File: src/rtl/multiword_add_sequencer_if.sv
// Bundles the operand, adder and result channels of the multi-word add sequencer.
// The slave modport is the sequencer's view; master is the surrounding environment.
interface multiword_add_sequencer_if #(
  parameter int WIDTH = 3
);
  logic             flush;
  logic             in_valid;
  logic             in_ready;
  logic [WIDTH-1:0] in_a;
  logic [WIDTH-1:0] in_b;
  logic             in_cin;
  logic [WIDTH-1:0] add_a;
  logic [WIDTH-1:0] add_b;
  logic             add_cin;
  logic [WIDTH-1:0] add_sum;
  logic             add_cout;
  logic             out_valid;
  logic             out_ready;
  logic [WIDTH-1:0] out_sum;
  logic             out_last;
  logic             out_cout;

  modport slave (
    input  flush, in_valid, in_a, in_b, in_cin, add_sum, add_cout, out_ready,
    output in_ready, add_a, add_b, add_cin, out_valid, out_sum, out_last, out_cout
  );

  modport master (
    output flush, in_valid, in_a, in_b, in_cin, add_sum, add_cout, out_ready,
    input  in_ready, add_a, add_b, add_cin, out_valid, out_sum, out_last, out_cout
  );
endinterface

File: src/rtl/multiword_add_sequencer.sv
// Feeds an external slice adder one WIDTH-bit slice per beat (LSB first) and
// registers its result, carrying the slice carry between beats.
module multiword_add_sequencer #(
  parameter int WIDTH = 3,
  parameter int BEATS = 4
) (
  input  logic                    clk,
  input  logic                    rst_n,
  multiword_add_sequencer_if.slave bus
);
  localparam int CNT_W = (BEATS > 1) ? $clog2(BEATS) : 1;

  typedef enum logic {IDLE, BUSY} state_t;

  state_t           state;
  logic [CNT_W-1:0] beat_cnt;
  logic             carry_q;
  logic             out_valid_q;
  logic [WIDTH-1:0] out_sum_q;
  logic             out_last_q;
  logic             out_cout_q;

  logic accept;
  logic last_beat;

  // Output register is 1-deep; it may refill in the cycle it drains.
  assign bus.in_ready = !out_valid_q || bus.out_ready;
  assign accept       = bus.in_valid && bus.in_ready;
  assign last_beat    = (beat_cnt == CNT_W'(BEATS - 1));

  assign bus.add_a   = bus.in_a;
  assign bus.add_b   = bus.in_b;
  assign bus.add_cin = (state == IDLE) ? bus.in_cin : carry_q;

  assign bus.out_valid = out_valid_q;
  assign bus.out_sum   = out_sum_q;
  assign bus.out_last  = out_last_q;
  assign bus.out_cout  = out_cout_q;

  // Flush outranks accept, so a slice offered alongside flush is dropped.
  always_ff @(posedge clk) begin
    if (!rst_n) begin
      state       <= IDLE;
      beat_cnt    <= '0;
      carry_q     <= 1'b0;
      out_valid_q <= 1'b0;
      out_sum_q   <= '0;
      out_last_q  <= 1'b0;
      out_cout_q  <= 1'b0;
    end else if (bus.flush) begin
      state       <= IDLE;
      beat_cnt    <= '0;
      carry_q     <= 1'b0;
      out_valid_q <= 1'b0;
    end else if (accept) begin
      out_valid_q <= 1'b1;
      out_sum_q   <= bus.add_sum;
      out_last_q  <= last_beat;
      if (last_beat) begin
        out_cout_q <= bus.add_cout;
        carry_q    <= 1'b0;
        beat_cnt   <= '0;
        state      <= IDLE;
      end else begin
        out_cout_q <= 1'b0;
        carry_q    <= bus.add_cout;
        beat_cnt   <= beat_cnt + 1'b1;
        state      <= BUSY;
      end
    end else if (bus.out_ready) begin
      out_valid_q <= 1'b0;
    end
  end
endmodule

File: src/flat_wrapper.sv
// flat-port wrapper written by rule: the top's interface ports become plain ports
module multiword_add_sequencer_flat 
#(
  parameter int WIDTH = 3,
  parameter int BEATS = 4
)
  (clk, rst_n, bus_flush, bus_in_valid, bus_in_a, bus_in_b, bus_in_cin, bus_add_sum, bus_add_cout, bus_out_ready, bus_in_ready, bus_add_a, bus_add_b, bus_add_cin, bus_out_valid, bus_out_sum, bus_out_last, bus_out_cout);
  multiword_add_sequencer_if #(.WIDTH(WIDTH)) bus_i ();
  input  logic clk;
  input  logic rst_n;
  input wire logic [$bits(bus_i.flush)-1:0] bus_flush;
  input wire logic [$bits(bus_i.in_valid)-1:0] bus_in_valid;
  input wire logic [$bits(bus_i.in_a)-1:0] bus_in_a;
  input wire logic [$bits(bus_i.in_b)-1:0] bus_in_b;
  input wire logic [$bits(bus_i.in_cin)-1:0] bus_in_cin;
  input wire logic [$bits(bus_i.add_sum)-1:0] bus_add_sum;
  input wire logic [$bits(bus_i.add_cout)-1:0] bus_add_cout;
  input wire logic [$bits(bus_i.out_ready)-1:0] bus_out_ready;
  output wire logic [$bits(bus_i.in_ready)-1:0] bus_in_ready;
  output wire logic [$bits(bus_i.add_a)-1:0] bus_add_a;
  output wire logic [$bits(bus_i.add_b)-1:0] bus_add_b;
  output wire logic [$bits(bus_i.add_cin)-1:0] bus_add_cin;
  output wire logic [$bits(bus_i.out_valid)-1:0] bus_out_valid;
  output wire logic [$bits(bus_i.out_sum)-1:0] bus_out_sum;
  output wire logic [$bits(bus_i.out_last)-1:0] bus_out_last;
  output wire logic [$bits(bus_i.out_cout)-1:0] bus_out_cout;
  assign bus_i.flush = bus_flush;
  assign bus_i.in_valid = bus_in_valid;
  assign bus_i.in_a = bus_in_a;
  assign bus_i.in_b = bus_in_b;
  assign bus_i.in_cin = bus_in_cin;
  assign bus_i.add_sum = bus_add_sum;
  assign bus_i.add_cout = bus_add_cout;
  assign bus_i.out_ready = bus_out_ready;
  assign bus_in_ready = bus_i.in_ready;
  assign bus_add_a = bus_i.add_a;
  assign bus_add_b = bus_i.add_b;
  assign bus_add_cin = bus_i.add_cin;
  assign bus_out_valid = bus_i.out_valid;
  assign bus_out_sum = bus_i.out_sum;
  assign bus_out_last = bus_i.out_last;
  assign bus_out_cout = bus_i.out_cout;
  multiword_add_sequencer #(.WIDTH(WIDTH), .BEATS(BEATS)) u_core (.clk(clk), .rst_n(rst_n), .bus(bus_i));
endmodule
File: config.mk
export PLATFORM = sky130hd
export DESIGN_NAME = multiword_add_sequencer_flat
export DESIGN_NICKNAME = d
export VERILOG_FILES = /design/src/rtl/multiword_add_sequencer_if.sv /design/src/rtl/multiword_add_sequencer.sv /design/src/flat_wrapper.sv
export SDC_FILE = /design/constraint.sdc
export NUM_CORES = 1
export LEC_CHECK = 0
export CORE_MARGIN = 2
export CORE_UTILIZATION = 35
export DETAILED_ROUTE_END_ITERATION = 8
export PLACE_DENSITY = 0.75
export SYNTH_ARGS = -nofsm -noshare
export SYNTH_HDL_FRONTEND = slang
export SYNTH_SLANG_ARGS = --single-unit
File: constraint.sdc
create_clock -name clk -period 1.5 [get_ports clk]
set_clock_uncertainty 0.05 [all_clocks]
set_input_delay 0.225 -clock clk [delete_from_list [all_inputs] [get_ports clk]]
set_output_delay 0.225 -clock clk [all_outputs]
set_load 0.02 [all_outputs]
---- After elaboration in Yosys (flattened, before gate mapping) ----
Index checks and enable logic that the tools add are counted.
Widths: inputs -> output; s select.
operators by class
  add/sub/neg operators ................... 1
  mux-type cells .......................... 7
  multiply operators ...................... 0
  eq/ne operators ......................... 1
  magnitude comparators ................... 0
  bitwise operators ....................... 2
  div/mod/pow operators ................... 0
  reductions and logical operators ........ 6
  shift-type cells ........................ 0
operator list
  kind                 number
  $mux 1               6
  $add 2x1->2 const B  1
  $eq 2x2->1 const B   1
  $mux 2               1
  $not 1->1            2
  $reduce_and 2->1     1
  $reduce_bool 2->1    1
  $reduce_or 2->1      1
  $logic_and 1x1->1    1
  $logic_not 1->1      1
  $logic_or 1x1->1     1
storage, ports and cells
  bits in latches ......................... 0
  register bits ........................... 10
  bits in writable memories ............... 0
  word-level logic and storage cells ...... 24
  output and inout bits ................... 14
  ROM bits ................................ 0
  memories ................................ 0

---- Longest topological paths before layout ----
  depth after elaboration ................. 4
  depth in mapped cells ................... 4
  gate-level depth less buffers ........... 4

---- Worst setup path before layout ----
No wires, ideal clock.
  path kind ............................... register to register
  start point ............................. register u_core.out_valid_q (netlist: u_core.bus.out_valid)
  end point ............................... register u_core.state
  data arrival time ....................... 1.037 ns
  cell stages (with the launch flop) ...... 5
  setup slack ............................. 0.297 ns
  period minus slack after synthesis ...... 1.203 ns
  cells stage by stage .................... dfxtp_1 nor2b_4 inv_2 a21oi_1 and3b_1
between the ends
  longest elaborated chain between the ends .. 3
ends and longest elaborated chain
  element                   line                           source
  start: declaration        multiword_add_sequencer.sv:18  logic out_valid_q;
  start signal: assignment  multiword_add_sequencer.sv:46  out_valid_q <= 1'b0;
  start signal: assignment  multiword_add_sequencer.sv:54  out_valid_q <= 1'b0;
  start signal: assignment  multiword_add_sequencer.sv:56  out_valid_q <= 1'b1;
  $logic_not 1->1           multiword_add_sequencer.sv:27  assign bus.in_ready = !out_valid_q || bus.out_ready;
  $logic_or 1x1->1          multiword_add_sequencer.sv:27
  via bus_in_ready          flat_wrapper.sv:19             output wire logic [$bits(bus_i.in_ready)-1:0] bus_in_ready;
  $logic_and 1x1->1         multiword_add_sequencer.sv:28  assign accept = bus.in_valid && bus.in_ready;
  end signal: assignment    multiword_add_sequencer.sv:43  state <= IDLE;
  end signal: assignment    multiword_add_sequencer.sv:51  state <= IDLE;
  end signal: assignment    multiword_add_sequencer.sv:63  state <= IDLE;
  end: declaration          multiword_add_sequencer.sv:15  state_t state;
The timed path passes the listed nets, and every way through them passes these cells.
A chain may end at the register's enable or synchronous reset.

---- Worst setup path in the final report ----
  start point ............................. register u_core.state
  end point ............................... output port bus_add_cin
between the ends
  longest elaborated chain between the ends .. 1
ends and longest elaborated chain
  element           line                           source
  $mux 1            multiword_add_sequencer.sv:33  assign bus.add_cin = (state == IDLE) ? bus.in_cin : carry_q;
  end: declaration  flat_wrapper.sv:22             output wire logic [$bits(bus_i.add_cin)-1:0] bus_add_cin;
Every way passes these cells.

==> key figures <==
Pwr
  – P_leak: 0.380 nW
  – Pwr/cell area: 856 mW/mm²
  – VDD IR max: 0.445 mV

Worst setup path
  – Setup slack, reg-to-reg: 0.27 ns
  – CP Launch Type: flip-flop
  – Worst R2R Start: u_core.bus.out_valid
  – R2R Path End: u_core.bus.out_cout
  – Slowest Stage Delay on Critical Path: 0.34 ns
  – Reg2Reg Depth: 5
  – Critical path depth: 2
  – CP Capture Type: primary output
  – Slowest CP cell: dfxtp_1
  – Worst Path Arrival: 1.19 ns
  – Crit path cell chain: mux2_2 -> clkdlybuf4s15_2
  – Worst endpoint required time: 1.22 ns
  – WP buf/inv: 1
  – Worst Setup EP: bus_add_cin
  – Crit path max-delay family: flip-flops
  – Crit Path Category: reg -> out
  – Crit-path max FO: 2
  – CP Launch Point: u_core.state

Clock network
  – TritonCTS buffer count: 3
  – Post_cts resized: 6
  – Cts hold-fix bufs: 0
  – CTS clk-pin slew, worst paths: 0.07 ns
  – CTS sink count: 10
  – Root Buffer: clkbuf_4
  – Worst skew pair latency: 0.26 ns
  – Postcts setup bufs: 0
  – CTS Buffer Depth: 2
  – CTS tree: built
  – Clock H-tree levels: 1

Detailed routing
  – # DRC: 0
  – WL/cell: 11.4 µm
  – Via count: 414
  – Pre-Repair DR Iteration Count: 3
  – Drt via density: 4.65
  – Final wirelength: 1020 µm
  – Initial DRC count: 6
  – Final antenna-violating net count: 0

STA
  – Tcrit/Tclk final: 97.7%
  – Final setup viols: 0
  – Pins Over Slew Limit: 0
  – Tightest Pin Transition: 0.233 ns
  – Fmax: 0.682 GHz
  – RSZ-0062 raised after global routing: no
  – Worst slew margin: 84.4%
  – Tmin final: 1.47 ns
  – Worst hold slack: 0.400 ns
  – Final TNS setup: 0 ns
  – Final Hold Vio Count: 0

Layout
  – Layout cell share with drive strength beyond 1: 20.3%
  – Fin nets: 93
  – Fin util: 55.2%
  – Area Overhead vs Synth: 43.4%
  – ANT cells: 0

Hold path
  – Hold Crit Class: in -> out

Yosys
  – Largest family of logic cells by synthesized area: simple AND/OR/NAND/NOR gates
  – Mean Syn Cell Area: 9.33 µm²
  – Synth Area in Simple Gates: 24.4%
  – Compound-Gate Fraction of Synth Area: 2.44%
  – Post-synthesis cell type count: 18
  – FF+latch count, synth: 10
  – Gate Count Post-Synth: 55
  – Multiplexer share of the synthesized area: 17.8%
  – Synthesized-area fraction occupied by adder cells: 4.88%
  – Yosys warns: 0
  – Xor and xnor fraction of the mapped netlist area: 0%
  – Synthesized area: 513 µm²
  – Mapped Nets: 73
  – Register area share after synthesis: 39.0%

Floorplan
  – Core Box Area: 0.00133 mm²
  – Starting Density: 38.5%
  – Die Ht: 42.3 µm
  – Row count: 13
  – Die span in x: 42.3 µm
  – Num ports: 30
  – Die area: 0.00179 mm²

Placement
  – Port bufs: 17
  – HPWL after detailed placement: 752 µm
  – GP Congestion: 0.746

Run
  – Max_cap viols: 0

GRT
  – Initial antenna violation count: 0
  – GRT Util Overall: 13.5%
  – Met1 Use GR: 16.8%
  – Global-route wire length before repair: 1810 µm
  – Largest net degree at the start of global routing: 11
  – GRT busiest layer: met2
  – Met3 Usage GRT: 1.72%
  – Global route overflow: 0
  – Vias in the first global route: 430
  – GR Util met2: 20.9%

Status
  – Status: finished, final reports clean
## flip-flops by register name (all words and copies together), names as in the netlist
signal and flops:
u_core.bus.out_cout 1, u_core.beat_cnt 2, u_core.state 1, u_core.carry_q 1, u_core.bus.out_last 1, u_core.bus.out_valid 1
u_core.bus.out_sum 3
## where the power goes
part	internal (W)	switching, W	leakage [nW]
clock	0.000147	0.000101	0.0210
combinational	0.0000584	0.0000423	0.277
sequential	0.000275	0.00000543	0.0815
## final cells by class
type                    count  area (µm²)
clock buffers               4        36.3
fillers                   122         598
inverters                   1        3.75
multi-input cells          36         254
flip-flops and latches     10         200
well taps                  15        18.8
repair buffers             23         223
## metal layers
metal | part of all wire [%] | wire length (µm)
met1 | 47 | 480
met2 | 43 | 434
met3 | 6.9 | 70
met4 | 3.3 | 34
met5 | 0 | 0
## cells by family after synthesis
kind of cell	Yosys count
buffers and inverters	9
AOI/OAI and AO/OA	2
muxes	9
adders and majority gates	2
DFF	10
and+or+nand+nor	23
## cells in the mapped netlist
cell,count,area [µm²]
nand2_1,15,56.3
dfxtp_1,10,200
mux2i_1,8,80.1
buf_4,6,45.0
ha_1,2,25.0
nand3_1,2,10.0
a21oi_1,1,5.00
and3b_1,1,8.76
buf_2,1,5.00
clkbuf_2,1,5.00
inv_2,1,3.75
mux2_2,1,11.3
nand3b_1,1,7.51
nor2_1,1,3.75
nor2b_1,1,6.26
nor2b_4,1,13.8
nor3b_4,1,18.8
o21a_1,1,7.51
## placed cells by master (no fill, tap or decap)
master | netlist | final
mux2i_1 | 8 | 8
nor2b_4 | 1 | 1
dlymetal6s2s_1 | 0 | 4
o21a_1 | 1 | 1
clkdlybuf4s15_2 | 0 | 1
inv_2 | 1 | 1
and3b_1 | 1 | 1
dlygate4sd2_1 | 0 | 3
mux2_2 | 1 | 1
buf_4 | 6 | 6
nor2_1 | 1 | 1
nand3b_1 | 1 | 1
nor3b_4 | 1 | 1
clkdlybuf4s50_1 | 0 | 9
nor2b_1 | 1 | 1
dfxtp_1 | 10 | 10
nand3_1 | 2 | 2
nand2_1 | 15 | 15
a21oi_1 | 1 | 1
ha_1 | 2 | 2
clkbuf_8 | 0 | 1
clkbuf_4 | 0 | 3
## metrics by stage
step / instance area [µm²] / setup WS, ns / power, W / std cells
after global routing: 736 / 0.00967 / 0.000653 / 89
after floorplan: 513 / 0.297 / 0.000357 / 55
after global placement: 692 / -0.184 / 0.000388 / 85
after CTS: 726 / 0.00465 / 0.000640 / 89
after detailed placement: 692 / -0.187 / 0.000390 / 85
final: 736 / 0.0344 / 0.000630 / 89
## worst min path at each step
stage / from / to / slack [ns] / depth (start not counted)
floorplan: bus_in_valid / u_core.bus.out_valid / 0.30 / 1
global placement: u_core.bus.out_sum[1] / u_core.bus.out_sum[1] / 0.39 / 2
detailed placement: bus_in_a[0] / bus_add_a[0] / 0.40 / 0
CTS: bus_in_a[0] / bus_add_a[0] / 0.40 / 0
global route: bus_in_a[1] / bus_add_a[1] / 0.40 / 0
finish: bus_in_a[2] / bus_add_a[2] / 0.40 / 0
(Power assumes the default switching activity.)
